$ cat src/rtl/matmul_pkg.sv
// matmul_pkg: FSM state type and job-size helper shared by matmul_seq.
package matmul_pkg;
  typedef enum logic [2:0] {IDLE, LOAD_X, LOAD_Y, START, WAIT, DRAIN_RD, DRAIN_OUT} state_t;
  function automatic int job_words(input int v);
    return v * v;
  endfunction
endpackage

$ cat src/rtl/matmul_seq_if.sv
// matmul_seq_if: job command, operand stream and result stream handshakes.
interface matmul_seq_if #(parameter int DATA_WIDTH = 32);
  logic                  cmd_valid;
  logic                  cmd_ready;
  logic [DATA_WIDTH-1:0] in_data;
  logic                  in_valid;
  logic                  in_ready;
  logic [DATA_WIDTH-1:0] out_data;
  logic                  out_valid;
  logic                  out_ready;
  modport master (output cmd_valid, input cmd_ready, output in_data, output in_valid, input in_ready,
                  input out_data, input out_valid, output out_ready);
  modport slave  (input cmd_valid, output cmd_ready, input in_data, input in_valid, output in_ready,
                  output out_data, output out_valid, input out_ready);
endinterface

$ cat src/rtl/matmul_seq.sv
// matmul_seq: sequences X/Y loads into BRAM, starts the engine and drains Z as a stream.
// Optional engine cycle counter enabled by defining MATMUL_SEQ_PERF_EN.
module matmul_seq
  import matmul_pkg::*;
#(
  parameter int DATA_WIDTH  = 32,
  parameter int ADDR_WIDTH  = 6,
  parameter int VECTOR_SIZE = 8
) (
  input  logic                  clock,
  input  logic                  reset,
  matmul_seq_if.slave           s,
  output logic                  busy,
  output logic                  mm_start,
  input  logic                  mm_done,
  output logic [DATA_WIDTH-1:0] x_din,
  output logic [ADDR_WIDTH-1:0] x_wr_addr,
  output logic                  x_wr_en,
  output logic [DATA_WIDTH-1:0] y_din,
  output logic [ADDR_WIDTH-1:0] y_wr_addr,
  output logic                  y_wr_en,
  output logic [ADDR_WIDTH-1:0] z_rd_addr,
  input  logic [DATA_WIDTH-1:0] z_dout,
  output logic [31:0]           perf_cycles
);
  localparam int N = job_words(VECTOR_SIZE);
  localparam logic [ADDR_WIDTH-1:0] LAST = ADDR_WIDTH'(N - 1);
  if (N > 2 ** ADDR_WIDTH) begin : g_size_chk
    $error("matmul_seq: VECTOR_SIZE*VECTOR_SIZE exceeds BRAM depth");
  end
  state_t                state_q, state_d;
  logic [ADDR_WIDTH-1:0] cnt_q, cnt_d;
  logic                  last, load_x, load_y, drain;
  assign last   = cnt_q == LAST;
  assign load_x = state_q == LOAD_X;
  assign load_y = state_q == LOAD_Y;
  assign drain  = state_q == DRAIN_RD || state_q == DRAIN_OUT;
  always_ff @(posedge clock) begin
    if (reset) begin
      state_q <= IDLE;
      cnt_q   <= '0;
    end else begin
      state_q <= state_d;
      cnt_q   <= cnt_d;
    end
  end
  always_comb begin
    state_d = state_q;
    cnt_d   = cnt_q;
    case (state_q)
      IDLE: if (s.cmd_valid) begin
        state_d = LOAD_X;
        cnt_d   = '0;
      end
      LOAD_X: if (s.in_valid) begin
        state_d = last ? LOAD_Y : LOAD_X;
        cnt_d   = last ? '0 : cnt_q + 1'b1;
      end
      LOAD_Y: if (s.in_valid) begin
        state_d = last ? START : LOAD_Y;
        cnt_d   = last ? '0 : cnt_q + 1'b1;
      end
      START: state_d = WAIT;
      WAIT: if (mm_done) begin
        state_d = DRAIN_RD;
        cnt_d   = '0;
      end
      DRAIN_RD: state_d = DRAIN_OUT;
      DRAIN_OUT: if (s.out_ready) begin
        state_d = last ? IDLE : DRAIN_RD;
        cnt_d   = last ? '0 : cnt_q + 1'b1;
      end
      default: begin
        state_d = IDLE;
        cnt_d   = '0;
      end
    endcase
  end
  assign s.cmd_ready = state_q == IDLE;
  assign s.in_ready  = load_x | load_y;
  assign s.out_valid = state_q == DRAIN_OUT;
  // z_rd_addr is held through DRAIN_OUT, so out_data stays stable under backpressure
  assign s.out_data  = s.out_valid ? z_dout : '0;
  assign busy        = state_q != IDLE;
  assign mm_start    = state_q == START;
  assign x_wr_en     = load_x & s.in_valid;
  assign x_wr_addr   = load_x ? cnt_q : '0;
  assign x_din       = load_x ? s.in_data : '0;
  assign y_wr_en     = load_y & s.in_valid;
  assign y_wr_addr   = load_y ? cnt_q : '0;
  assign y_din       = load_y ? s.in_data : '0;
  assign z_rd_addr   = drain ? cnt_q : '0;
`ifdef MATMUL_SEQ_PERF_EN
  logic [31:0] pc_q, pc_d, perf_q, perf_d, pc_inc;
  assign pc_inc = &pc_q ? pc_q : pc_q + 32'd1;
  always_comb begin
    pc_d   = mm_start ? '0 : (state_q == WAIT ? pc_inc : pc_q);
    perf_d = (state_q == WAIT && mm_done) ? pc_inc : perf_q;
  end
  always_ff @(posedge clock) begin
    if (reset) begin
      pc_q   <= '0;
      perf_q <= '0;
    end else begin
      pc_q   <= pc_d;
      perf_q <= perf_d;
    end
  end
  assign perf_cycles = perf_q;
`else
  assign perf_cycles = '0;
`endif
endmodule

$ cat src/flat_wrapper.sv
// flat-port wrapper written by rule: the top's interface ports become plain ports
module matmul_seq_flat import matmul_pkg::*;
#(
  parameter int DATA_WIDTH  = 32,
  parameter int ADDR_WIDTH  = 6,
  parameter int VECTOR_SIZE = 8
)
  (clock, reset, busy, mm_start, mm_done, x_din, x_wr_addr, x_wr_en, y_din, y_wr_addr, y_wr_en, z_rd_addr, z_dout, perf_cycles, s_cmd_valid, s_cmd_ready, s_in_data, s_in_valid, s_in_ready, s_out_data, s_out_valid, s_out_ready);
  matmul_seq_if #(.DATA_WIDTH(DATA_WIDTH)) s_i ();
  input  logic clock;
  input  logic reset;
  output logic busy;
  output logic mm_start;
  input  logic mm_done;
  output logic [DATA_WIDTH-1:0] x_din;
  output logic [ADDR_WIDTH-1:0] x_wr_addr;
  output logic x_wr_en;
  output logic [DATA_WIDTH-1:0] y_din;
  output logic [ADDR_WIDTH-1:0] y_wr_addr;
  output logic y_wr_en;
  output logic [ADDR_WIDTH-1:0] z_rd_addr;
  input  logic [DATA_WIDTH-1:0] z_dout;
  output logic [31:0] perf_cycles;
  input wire logic [$bits(s_i.cmd_valid)-1:0] s_cmd_valid;
  output wire logic [$bits(s_i.cmd_ready)-1:0] s_cmd_ready;
  input wire logic [$bits(s_i.in_data)-1:0] s_in_data;
  input wire logic [$bits(s_i.in_valid)-1:0] s_in_valid;
  output wire logic [$bits(s_i.in_ready)-1:0] s_in_ready;
  output wire logic [$bits(s_i.out_data)-1:0] s_out_data;
  output wire logic [$bits(s_i.out_valid)-1:0] s_out_valid;
  input wire logic [$bits(s_i.out_ready)-1:0] s_out_ready;
  assign s_i.cmd_valid = s_cmd_valid;
  assign s_cmd_ready = s_i.cmd_ready;
  assign s_i.in_data = s_in_data;
  assign s_i.in_valid = s_in_valid;
  assign s_in_ready = s_i.in_ready;
  assign s_out_data = s_i.out_data;
  assign s_out_valid = s_i.out_valid;
  assign s_i.out_ready = s_out_ready;
  matmul_seq #(.DATA_WIDTH(DATA_WIDTH), .ADDR_WIDTH(ADDR_WIDTH), .VECTOR_SIZE(VECTOR_SIZE)) u_core (.clock(clock), .reset(reset), .s(s_i), .busy(busy), .mm_start(mm_start), .mm_done(mm_done), .x_din(x_din), .x_wr_addr(x_wr_addr), .x_wr_en(x_wr_en), .y_din(y_din), .y_wr_addr(y_wr_addr), .y_wr_en(y_wr_en), .z_rd_addr(z_rd_addr), .z_dout(z_dout), .perf_cycles(perf_cycles));
endmodule
$ cat config.mk
export PLATFORM = sky130hd
export DESIGN_NAME = matmul_seq_flat
export DESIGN_NICKNAME = d
export VERILOG_FILES = /design/src/rtl/matmul_pkg.sv /design/src/rtl/matmul_seq_if.sv /design/src/rtl/matmul_seq.sv /design/src/flat_wrapper.sv
export SDC_FILE = /design/constraint.sdc
export NUM_CORES = 1
export LEC_CHECK = 0
export CAP_MARGIN = 20
export CORE_MARGIN = 5
export CORE_UTILIZATION = 25
export CTS_CLUSTER_SIZE = 20
export DETAILED_ROUTE_END_ITERATION = 16
export HOLD_SLACK_MARGIN = 0.06
export PLACE_DENSITY = 0.91
export SLEW_MARGIN = 20
export SYNTH_ARGS = -nofsm -noshare
export SYNTH_HDL_FRONTEND = slang
export SYNTH_SLANG_ARGS = --single-unit
$ cat constraint.sdc
create_clock -name clock -period 2.1 [get_ports clock]
set_input_delay 0.42 -clock clock [delete_from_list [all_inputs] [get_ports clock]]
set_output_delay 0.42 -clock clock [all_outputs]
set_load 0.01 [all_outputs]
# Word-level counts from Yosys, hierarchy flattened
# Cells that the tools add are included.
# totals
register_bits,9
# op_classes
n_addsub,1
n_eq_ne,13
mux,21
bitwise,4
reduce_logical,7
# ops
cell,n
$mux W32,3
$mux W6,8
$pmux W6 S5,1
$pmux W3 S7,1
$mux W3,6
$ne A2 B2 Y1 const B,5
$reduce_and A5 Y1,2
$eq A3 B3 Y1 const B,3
$add A6 B1 Y6 const B,1
$eq A3 B2 Y1 const B,2
$eq A6 B6 Y1 const B,1
$reduce_or A2 Y1,2
$eq A3 B1 Y1 const B,1
$logic_not A3 Y1,1
$reduce_bool A3 Y1,1
$and A1 B1 Y1,2
$mux W2,1
$ne A2 B1 Y1 const B,1
$logic_or A1 B1 Y1,1
$mux W1,1
$not A1 Y1,1
$or A1 B1 Y1,1

# Logic depth before layout (Yosys ltp)
# Gate-level depths: netlist (run 1).
# logic_depth
depth_word,4
ltp_mapped,6
depth_no_buf,5

# Least setup slack after synthesis (run 1)
# No wires, ideal clock.
# synth_timing
path_kind,register -> output
startpoint,reg u_core.state_q[0]
endpoint,out s_out_data[22]
arrival_ps,1506
slack_ps,174
path_stages_with_launch,7
path_buffers,3
cell_sequence,dfxtp_1 > buf_2 > nand2b_1 > clkbuf_1 > nor2_1 > clkbuf_1 > and2_1
# synth_between
elab_chain_cells,2
# synth_lines
element,line_no,source
"start, declared",matmul_seq.sv:31,"state_t state_q, state_d;"
"start signal, assigned",matmul_seq.sv:43,state_q <= state_d;
$eq A3 B3 Y1,matmul_seq.sv:81,assign s.out_valid = state_q == DRAIN_OUT;
via s_out_valid,flat_wrapper.sv:30,output wire logic [$bits(s_i.out_valid)-1:0] s_out_valid;
$mux W32,matmul_seq.sv:83,assign s.out_data = s.out_valid ? z_dout : '0;
"end, declared",flat_wrapper.sv:29,output wire logic [$bits(s_i.out_data)-1:0] s_out_data;
# The timed path passes the listed nets, and every way through them passes these cells.

# Final worst setup path (run 1)
# layout_timing
startpoint,reg u_core.state_q[0]
endpoint,out y_din[22]
# layout_between
elab_chain_cells,2
# layout_lines
element,line_no,source
$eq A3 B2 Y1,matmul_seq.sv:36,assign load_y = state_q == LOAD_Y;
$mux W32,matmul_seq.sv:91,assign y_din = load_y ? s.in_data : '0;
"end, declared",flat_wrapper.sv:18,output logic [DATA_WIDTH-1:0] y_din;
# Every way passes these cells.

==> results_dict.tcl, run 1 <==
set metrics [dict create \
    cp.required_ns 1.68 \
    min_path_cells 2 \
    cts_hold_buf 0 \
    hpwl_um 6170 \
    drt_iter0_drc 42 \
    synth_common_cells "104 x and2_1, 32 x buf_4, 13 x clkbuf_1, 9 x dfxtp_1" \
    yosysTopAreaCellShare_pct 39.4 \
    initial_core_util_pct 25.9 \
    gp_congestion 0.868 \
    worstHoldEndpoint "u_core.cnt_q[1]$_SDFFE_PP0P_" \
    seqPwrFrac_pct 23.4 \
    grt.total_usage_pct 15.8 \
    path_class "reg2out" \
    die_area_mm2 0.00834 \
    rsz0062_at_grt "true" \
    die_h_um 91.3 \
    slew_viol_final 0 \
    status "finished clean" \
    synthArstFlopShare_pct 0 \
    antenna_cells 0 \
    setup_violations 0 \
    synth_top_area_cell "and2_1" \
    cp_max_fo 6 \
    post-route-util_pct 59.9 \
    io_pins 223 \
    reg2reg_to "u_core.cnt_q[2]$_SDFFE_PP0P_" \
    core_area_mm2 0.00639 \
    power_w 0.000758 \
    dpl-instance-area_mm2 0.00360 \
    power_switching_w 0.000231 \
    layout_setup_ws_ns 0.0117 \
    synth_edf_count 0 \
    hold_start "u_core.cnt_q[1]$_SDFFE_PP0P_" \
    syn_area_per_cell_um2 6.86 \
    num_vias 2323 \
    multi_input_area_mm2 0.00128 \
    drtAntennaViolNets 0 \
    skew_ns 0.0104 \
    synth_ff_type "dfxtp_1" \
    fp.dieW_um 91.3 \
    p_leak_nw 2.73 \
    vias_per_cell 4.48 \
    start_kind "flip-flop" \
    synth-seq-cells 9 \
    drc 0 \
    reg2reg_from "u_core.state_q[0]$_SDFFE_PP0P_" \
    ir_drop_mv 0.229 \
    cts_root_buf "clkbuf_8" \
    yosysSeqAreaShare_pct 10.9 \
    pwr-share-clk_pct 28.4 \
    clock_sink_count 9 \
    syn_inst 241 \
    overflow 0 \
    wl_per_cell_um 15.1 \
    num-nets-final 514 \
    drive_gt1_share_pct 9.95 \
    period_share_pct 99.4 \
    finalHoldViolCount 0 \
    grt_max_degree 37 \
    firstDrtPassIters 4 \
    fin_setup_tns_ns 0 \
    seqCellArea_um2 186 \
    htree_levels 1 \
    fmax_mhz 479 \
    insertion_delay_ns 0.25 \
    cp.arrival_ns 1.67 \
    yosysMostFrequentCell "and2_1" \
    wl_um 7830 \
    rows 29 \
    place_ws_ns -0.0351 \
    r2r_cells 7 \
    hold_path.class "reg2reg" \
    synth_cell_types 36 \
    layout-area-overhead-vs-synth_pct 132 \
    intPower_w 0.000527 \
    yosys_warnings 0 \
    cp-end-kind "output port" \
    grt_pass1_wl_um 11000 \
    grt_pass1_vias 2274 \
    power_frac_comb_pct 48.3 \
    cts_buffer_depth 2 \
    sw_frac_of_total_pct 30.5 \
    cts_buffers 3 \
    reg2reg_slack_ns 0.23 \
    period_needed_ns 2.09 \
    syn_area_mm2 0.00165 \
    antenna_found_initial 0 \
    clkTransAtPathRegs_ns 0.05 \
    cap_viol_max_count 0 \
    fillCellCount 560 \
    post-route-cell-area_mm2 0.00383 \
    io_buffers 190 \
    yosys-top-cells-area "and2_1 39%, buf_4 15%, dfxtp_1 11%" \
    cts_tree "done" \
    powerDensity_mw_per_mm2 198 \
]
==> worst max-delay path by stage <==
stage,depth (start not counted),to,start,slack [ns]
CTS,5,y_din[31],u_core.state_q[0]$_SDFFE_PP0P_,-0.13
finish,5,y_din[22],u_core.state_q[0]$_SDFFE_PP0P_,0.01
detailed placement,3,x_wr_en,s_in_valid,-0.04
global route,5,y_din[22],u_core.state_q[0]$_SDFFE_PP0P_,-0.02
global placement,3,x_wr_en,s_in_valid,-0.04
floorplan,6,s_out_data[22],u_core.state_q[0]$_SDFFE_PP0P_,0.17
==> per-stage QoR <==
stage	cells	hold slack, ns
floorplan	272	0.492
global placement	506	0.513
detailed placement	506	0.529
CTS	511	0.538
global route	519	0.610
finish	519	0.535
==> placed cells by master, fill, tap and decap left out, drive strengths merged, types with 5 or more instances in the layout <==
| cell | Yosys | routed |
|---|---|---|
| a21oi | 6 | 6 |
| o21ai | 5 | 5 |
| conb | 1 | 32 |
| dlygate4sd2 | 0 | 66 |
| and3 | 8 | 8 |
| dfxtp | 9 | 9 |
| dlymetal6s2s | 0 | 50 |
| clkdlybuf4s50 | 0 | 74 |
| buf | 36 | 24 |
| nor2 | 8 | 8 |
| inv | 8 | 8 |
| and2 | 104 | 104 |
==> cells by family after synthesis <==
family | Yosys count | share of synthesized area (%)
xor+xnor | 1 | 0.530
mux | 1 | 0.606
buf+inv | 57 | 20.9
simple gates | 142 | 52.6
compound gates | 29 | 13.5
fa+ha+maj | 1 | 0.757
flops | 9 | 10.9
other cells | 1 | 0.227
==> sequential cells by signal, indices dropped and copies added, names as in the netlist <==
name	flops
u_core.cnt_q	6
u_core.state_q	3
==> layer usage <==
metal | wire [um] | vias up | GRT usage [%]
met5 | 0 | - | 0
met4 | 72 | 0 | 3.30
met3 | 687 | 7 | 4.88
met2 | 4120 | 145 | 31.6
met1 | 2950 | 1039 | 15.6
li1 | - | 1132 | -
==> what timing repair did <==
action | in CTS | in global routing
setup buffers | 1 | 6
gates cloned | 0 | 2
endpoints found under the setup margin | 120 | 55
endpoints found under the hold margin | 0 | 0
resized for setup | 76 | 59
pin swaps | 0 | 0
==> power by group through the flow <==
stage / Combinational [W] / Clock (W) / Sequential (W)
detailed placement: 0.000363 / 0 / 0.000181
finish: 0.000366 / 0.000215 / 0.000177
floorplan: 0.000165 / 0 / 0.000180
global route: 0.000394 / 0.000222 / 0.000178
CTS: 0.000363 / 0.000216 / 0.000178
global placement: 0.000356 / 0 / 0.000181
==> area by class of cell <==
type                       count  area share [%]
clock inverter                 1           0.131
multi-input combinational    206            33.4
sequential                     9            4.87
inverter                       8           0.785
clock buffer                   3            1.08
timing repair buffer         215            57.2
tap                           77            2.52
==> worst max-delay path, stage by stage (launching register included) <==
cell             delay [ns]
dfxtp_2                0.34
nand2b_4               0.17
nor2_4                 0.13
buf_8                  0.12
and2_1                 0.13
clkdlybuf4s50_1        0.53
Note: power is estimated with default switching activity, not from simulation.
==> run 2, diff against run 1 <==
--- a/config.mk
+++ b/config.mk
@@ -5,13 +5,14 @@
 export SDC_FILE = /design/constraint.sdc
 export NUM_CORES = 1
 export LEC_CHECK = 0
+export ABC_AREA = 1
 export CAP_MARGIN = 20
 export CORE_MARGIN = 5
-export CORE_UTILIZATION = 25
+export CORE_UTILIZATION = 26
 export CTS_CLUSTER_SIZE = 20
 export DETAILED_ROUTE_END_ITERATION = 16
 export HOLD_SLACK_MARGIN = 0.06
-export PLACE_DENSITY = 0.91
+export PLACE_DENSITY = 0.93
 export SLEW_MARGIN = 20
 export SYNTH_ARGS = -nofsm -noshare
 export SYNTH_HDL_FRONTEND = slang
==> run 2 against run 1 <==
- total power rose to 2.9 times the previous value
- largest cell class unchanged
- final cell count up 17%
- clock skew down 0.0079 ns
- worst hold slack worse by 0.022 ns
- clock power down 4%
- the flow now finishes with violations (setup timing)
==> results_dict.tcl, run 2 <==
set metrics [dict create \
    hold_path.class "reg2reg" \
    reg_top3 "u_core.cnt_q (6), u_core.state_q (3)" \
    drive_gt1_share_pct 7.58 \
    syn_area_per_cell_um2 5.03 \
    path_depth 5 \
    ir_drop_mv 0.262 \
    rows 29 \
    powerDensity_mw_per_mm2 578 \
    layout_setup_ws_ns -0.0336 \
    setup_violations 1 \
    synth_cell_types 26 \
    worstPathCellList "inv_4 -> nand3_4 -> buf_12 -> nor2_1 -> clkdlybuf4s50_1" \
    slowest_delay_ns 0.56 \
    status "complete, but fails checks" \
    post-route-util_pct 60.7 \
    die_h_um 90.4 \
    period_needed_ns 2.13 \
    io_pins 223 \
    p_leak_nw 3.16 \
    htree_levels 1 \
    syn_inst 334 \
    num-nets-final 600 \
    start_kind "flip-flop" \
    wl_per_cell_um 13.7 \
    fp.dieW_um 90.4 \
    cp-startpoint "u_core.state_q[2]$_SDFFE_PP0P_" \
    yosys-top-cells-area "nor2_1 29%, inv_1 18%, buf_4 15%" \
    die_area_mm2 0.00818 \
    grt_max_degree 44 \
    period_share_pct 102 \
    finalNonFillerCells 605 \
    cp.arrival_ns 1.71 \
    clkTransAtPathRegs_ns 0.05 \
    num_vias 2614 \
    grt.total_usage_pct 17.3 \
    wl_um 8270 \
    skew_ns 0.00255 \
    drc 0 \
    cts_hold_buf 0 \
    yosysTopAreaCellShare_pct 29.5 \
    initial_core_util_pct 26.6 \
    slew_viol_final 0 \
    yosysMostFrequentCell "nor2_1" \
    synth_common_cells "132 x nor2_1, 81 x inv_1, 33 x buf_4, 19 x nand2_1, 9 x dfxtp_1" \
    cts_buffer_depth 2 \
    endpoint "y_din[18]" \
    fmax_mhz 469 \
    insertion_delay_ns 0.24 \
    cts_buffers 3 \
    final_common_cell "nor2_1" \
    cp.required_ns 1.68 \
    drtAntennaViolNets 0 \
    syn_area_mm2 0.00168 \
    rsz0062_at_grt "true" \
    drt_iter0_drc 147 \
    synth_edf_count 0 \
    clock_sink_count 9 \
    gp_congestion 0.871 \
    top_register "u_core.cnt_q" \
    hpwl_um 6510 \
    reg2reg_from "u_core.cnt_q[0]$_SDFFE_PP0P_" \
    synthArstFlopShare_pct 0 \
    core_area_mm2 0.00631 \
    grt_pass1_wl_um 11800 \
    largest_reg_flops 6 \
    yosys_warnings 0 \
    place_ws_ns -0.0381 \
    synth_top_area_cell "nor2_1" \
    synth-seq-cells 9 \
    layout-area-overhead-vs-synth_pct 128 \
    cp_top_family "buffers and inverters" \
    path_buf_inv 3 \
    finalHoldViolCount 0 \
    crit_slowest_cell "clkdlybuf4s50_1" \
    grt_pass1_vias 2504 \
    yosysSeqAreaShare_pct 10.7 \
    violations "setup timing" \
    mostFrequentLayoutCells "130 x nor2_1, 85 x clkdlybuf4s50_1, 80 x inv_1" \
    reg2reg_slack_ns 0.46 \
    cap_viol_max_count 0 \
    cp-end-kind "output port" \
    cts_tree "done" \
    multi_input_area_mm2 0.00102 \
    overflow 0 \
    path_class "reg2out" \
    synth_ff_type "dfxtp_1" \
    vias_per_cell 4.32 \
    reg2reg_to "u_core.cnt_q[5]$_SDFFE_PP0P_" \
    io_buffers 190 \
    cts_root_buf "clkbuf_8" \
    seqCellArea_um2 191 \
    antenna_cells 0 \
    placed_cells 593 \
    r2r_cells 8 \
    cp_max_fo 43 \
    firstDrtPassIters 4 \
    antenna_found_initial 0 \
    hold_ws_ns 0.513 \
    fillCellCount 548 \
]
==> run 2: cell count changes after synthesis, moves of 4 or more <==
cell,previous run,this run
inv_2,0,5
o32ai_1,4,0
and2_1,104,0
nand2_1,4,19
and3_1,8,0
a211oi_1,4,0
clkbuf_1,13,4
inv_1,8,81
nor2_1,8,132
==> run 2: how the worst min path moves through the flow <==
| stage | startpoint | endpoint | slack, ns | cells past startpoint |
|---|---|---|---|---|
| floorplan | u_core.cnt_q[3]$_SDFFE_PP0P_ | u_core.cnt_q[3]$_SDFFE_PP0P_ | 0.47 | 2 |
| global placement | u_core.cnt_q[3]$_SDFFE_PP0P_ | u_core.cnt_q[3]$_SDFFE_PP0P_ | 0.49 | 2 |
| detailed placement | u_core.cnt_q[3]$_SDFFE_PP0P_ | u_core.cnt_q[3]$_SDFFE_PP0P_ | 0.51 | 2 |
| CTS | u_core.cnt_q[3]$_SDFFE_PP0P_ | u_core.cnt_q[3]$_SDFFE_PP0P_ | 0.51 | 2 |
| global route | u_core.cnt_q[3]$_SDFFE_PP0P_ | u_core.cnt_q[3]$_SDFFE_PP0P_ | 0.55 | 2 |
| finish | u_core.cnt_q[3]$_SDFFE_PP0P_ | u_core.cnt_q[3]$_SDFFE_PP0P_ | 0.51 | 2 |
==> run 2: cell type report <==
| type | instances | area share, % |
|---|---|---|
| clock buffers | 4 | 1.18 |
| flip-flops and latches | 9 | 5.00 |
| inverters | 87 | 8.72 |
| well taps | 77 | 2.51 |
| repair buffers | 202 | 56.0 |
| multi-input cells | 226 | 26.6 |
==> run 2: logic make-up (layout without fill, tap and decap cells) <==
kind of cell / count (synthesis) / count (layout) / synth area share (%)
other: 1 / 32 / 0.223
AOI/OAI and AO/OA: 18 / 18 / 5.36
DFF: 9 / 9 / 10.7
adders and majority gates: 1 / 1 / 0.744
buffers and inverters: 131 / 293 / 37.1
xor gates and xnor gates: 2 / 2 / 1.04
and+or+nand+nor: 172 / 173 / 44.9
==> run 2: where the power goes <==
part           leakage, nW  switching (W)  internal (W)  total, W
clock               0.0228      0.0000729      0.000133  0.000206
combinational         3.06       0.000921      0.000775   0.00170
sequential          0.0755      0.0000911      0.000222  0.000314
==> run 2: layer usage <==
metal / vias to the layer above / global-route usage, % / routed length, um
met3: 15 / 6.08 / 843
li1: 1270 / - / -
met1: 1170 / 15.9 / 2680
met2: 159 / 34.6 / 4570
met4: 0 / 5.33 / 177
met5: - / 0 / 0
==> run 2: per-stage QoR <==
stage / cell area [um2] / total power [W] / TNS [ns]
finish: 3830 / 0.00222 / -0.0336
CTS: 3600 / 0.00225 / -1.01
detailed placement: 3560 / 0.00203 / -0.135
global placement: 3560 / 0.00200 / 0
global route: 3830 / 0.00238 / -0.0553
floorplan: 1800 / 0.00116 / 0
==> run 2: what timing repair did <==
item	CTS	global route
gates resized for setup	45	73
endpoints found under the setup margin	120	84
buffers inserted	1	6
hold endpoints to repair	0	0
pin swaps	1	0
cloned	1	0
==> run 2: tightest hold or removal path: cells and delay by family (launching register included) <==
family | cells | cell delay (ns)
AND/OR/NAND/NOR | 1 | 0.07
flip-flops | 1 | 0.34
AO/OA/AOI/OAI | 1 | 0.05
==> run 3, diff against run 2 <==
--- a/config.mk
+++ b/config.mk
@@ -7,6 +7,7 @@
 export LEC_CHECK = 0
 export ABC_AREA = 1
 export CAP_MARGIN = 20
+export CORE_ASPECT_RATIO = 1.75
 export CORE_MARGIN = 5
 export CORE_UTILIZATION = 26
 export CTS_CLUSTER_SIZE = 20
==> run 3 against run 2 <==
- the run still ends with setup timing left
- largest power group unchanged
- via count down 1.8%
- wire length down 5.1%
- count of clock-buffer cells in the layout unchanged
- highest routed layer unchanged
- sequential cell count unchanged
- setup slack better by 0.032 ns
- global-route usage down 0.30 points
- critical endpoint is now y_din[23]
- critical path type unchanged
==> results_dict.tcl, run 3 (synthesis results as in run 2) <==
set metrics [dict create \
    period_needed_ns 2.10 \
    powerDensity_mw_per_mm2 578 \
    hpwl_um 6480 \
    drive_gt1_share_pct 6.49 \
    cts_buffer_depth 2 \
    initial_core_util_pct 26.8 \
    fin_setup_tns_ns -0.00167 \
    setup_violations 1 \
    rsz0062_at_grt "true" \
    grt_pass1_vias 2470 \
    reg_top3 "u_core.cnt_q (6), u_core.state_q (3)" \
    wl_um 7850 \
    insertion_delay_ns 0.24 \
    cp-end-kind "output port" \
    cts_tree "done" \
    antenna_found_initial 0 \
    endpoint "y_din[23]" \
    final_common_cell "nor2_1" \
    mostFrequentLayoutCells "132 x nor2_1, 115 x clkdlybuf4s50_1, 80 x inv_1" \
    fmax_mhz 476 \
    post-route-util_pct 60.1 \
    reg2reg_to "u_core.cnt_q[5]$_SDFFE_PP0P_" \
    grt.total_usage_pct 17.0 \
    power_w 0.00218 \
    slew_viol_final 0 \
    hold_path.class "reg2reg" \
    top_register "u_core.cnt_q" \
    p_leak_nw 2.79 \
    cp.required_ns 1.68 \
    firstDrtPassIters 4 \
    start_kind "flip-flop" \
    cp_max_fo 43 \
    placed_cells 598 \
    num-nets-final 596 \
    grt_max_degree 44 \
    grt_pass1_wl_um 11300 \
    reg2reg_slack_ns 0.46 \
    finalNonFillerCells 604 \
    clock_sink_count 9 \
    largest_reg_flops 6 \
    drc 0 \
    io_buffers 190 \
    gp_congestion 0.859 \
    cp.arrival_ns 1.68 \
    antenna_cells 0 \
    wl_per_cell_um 13.0 \
    overflow 0 \
    place_ws_ns 0.00878 \
    fp.dieW_um 70.8 \
    status "complete, but fails checks" \
    crit_slowest_cell "clkdlybuf4s50_1" \
    layout_setup_ws_ns -0.00167 \
    r2r_cells 9 \
    htree_levels 1 \
    ir_drop_mv 0.270 \
    finalHoldViolCount 0 \
    violations "setup timing" \
    num_vias 2566 \
    path_class "reg2out" \
    cp-startpoint "u_core.state_q[2]$_SDFFE_PP0P_" \
    cts_hold_buf 0 \
    io_pins 223 \
    slowest_delay_ns 0.55 \
    die_h_um 116 \
    worstPathCellList "inv_2 -> nand3_4 -> buf_12 -> nor2_1 -> clkdlybuf4s50_1" \
    drt_iter0_drc 141 \
    cts_root_buf "clkbuf_8" \
    die_area_mm2 0.00824 \
    skew_ns 0.00240 \
    reg2reg_from "u_core.state_q[0]$_SDFFE_PP0P_" \
    clkTransAtPathRegs_ns 0.04 \
    drtAntennaViolNets 0 \
    rows 38 \
    layout-area-overhead-vs-synth_pct 124 \
    cap_viol_max_count 0 \
    core_area_mm2 0.00628 \
    period_share_pct 100 \
    vias_per_cell 4.25 \
    cts_buffers 3 \
]
==> run 3: how the worst min path moves through the flow <==
stage                                       startpoint                           end  slack [ns]  depth (start not counted)
after detailed placement  u_core.cnt_q[3]$_SDFFE_PP0P_  u_core.cnt_q[3]$_SDFFE_PP0P_        0.49                          2
after floorplan           u_core.cnt_q[3]$_SDFFE_PP0P_  u_core.cnt_q[3]$_SDFFE_PP0P_        0.47                          2
final                     u_core.cnt_q[3]$_SDFFE_PP0P_  u_core.cnt_q[3]$_SDFFE_PP0P_        0.50                          2
after CTS                 u_core.cnt_q[3]$_SDFFE_PP0P_  u_core.cnt_q[3]$_SDFFE_PP0P_        0.50                          2
after global routing      u_core.cnt_q[3]$_SDFFE_PP0P_  u_core.cnt_q[3]$_SDFFE_PP0P_        0.53                          2
after global placement    u_core.cnt_q[3]$_SDFFE_PP0P_  u_core.cnt_q[3]$_SDFFE_PP0P_        0.48                          2
==> run 3: final cells by class <==
type	count	area (um2)
Inverter	87	332
Sequential cell	9	189
Timing Repair Buffer	198	2090
Clock buffer	4	45.0
Multi-Input combinational cell	226	1010
Fill cell	542	2500
Tap cell	80	100
==> run 3: power by group <==
part | switching [W] | total, W | internal [W]
Combinational | 0.000913 | 0.00167 | 0.000759
Sequential | 0.0000804 | 0.000301 | 0.000221
Clock | 0.0000762 | 0.000209 | 0.000133
Total | 0.00107 | 0.00218 | 0.00111
==> run 3: metal layers <==
layer	global-route usage [%]	wire length, um	up-vias
met3	5.77	1010	15
met1	14.2	2450	1103
li1	-	-	1268
met5	0	0	-
met2	35.2	4200	180
met4	6.52	187	0
==> run 3: worst max-delay path: cells and delay by family, from the launching register on <==
family	cells	cell delay (ns)
DFF	1	0.35
and+or+nand+nor	2	0.20
buffers and inverters	3	0.86
==> run 3: what timing repair did <==
action                                 CTS  global route
pin swaps                                1             1
setup endpoints to repair              120            92
gates resized for setup                 31            53
cloned                                   1             0
endpoints found under the hold margin    0             0
buffers inserted                         0             1
==> run 3: metrics by stage <==
| step | area [um2] | hold slack (ns) |
|---|---|---|
| 2_1_floorplan | 1800 | 0.466 |
| 6_report | 3770 | 0.504 |
| 3_3_place_gp | 3580 | 0.485 |
| 3_5_place_dp | 3580 | 0.492 |
| 5_1_grt | 3770 | 0.529 |
| 4_1_cts | 3630 | 0.500 |
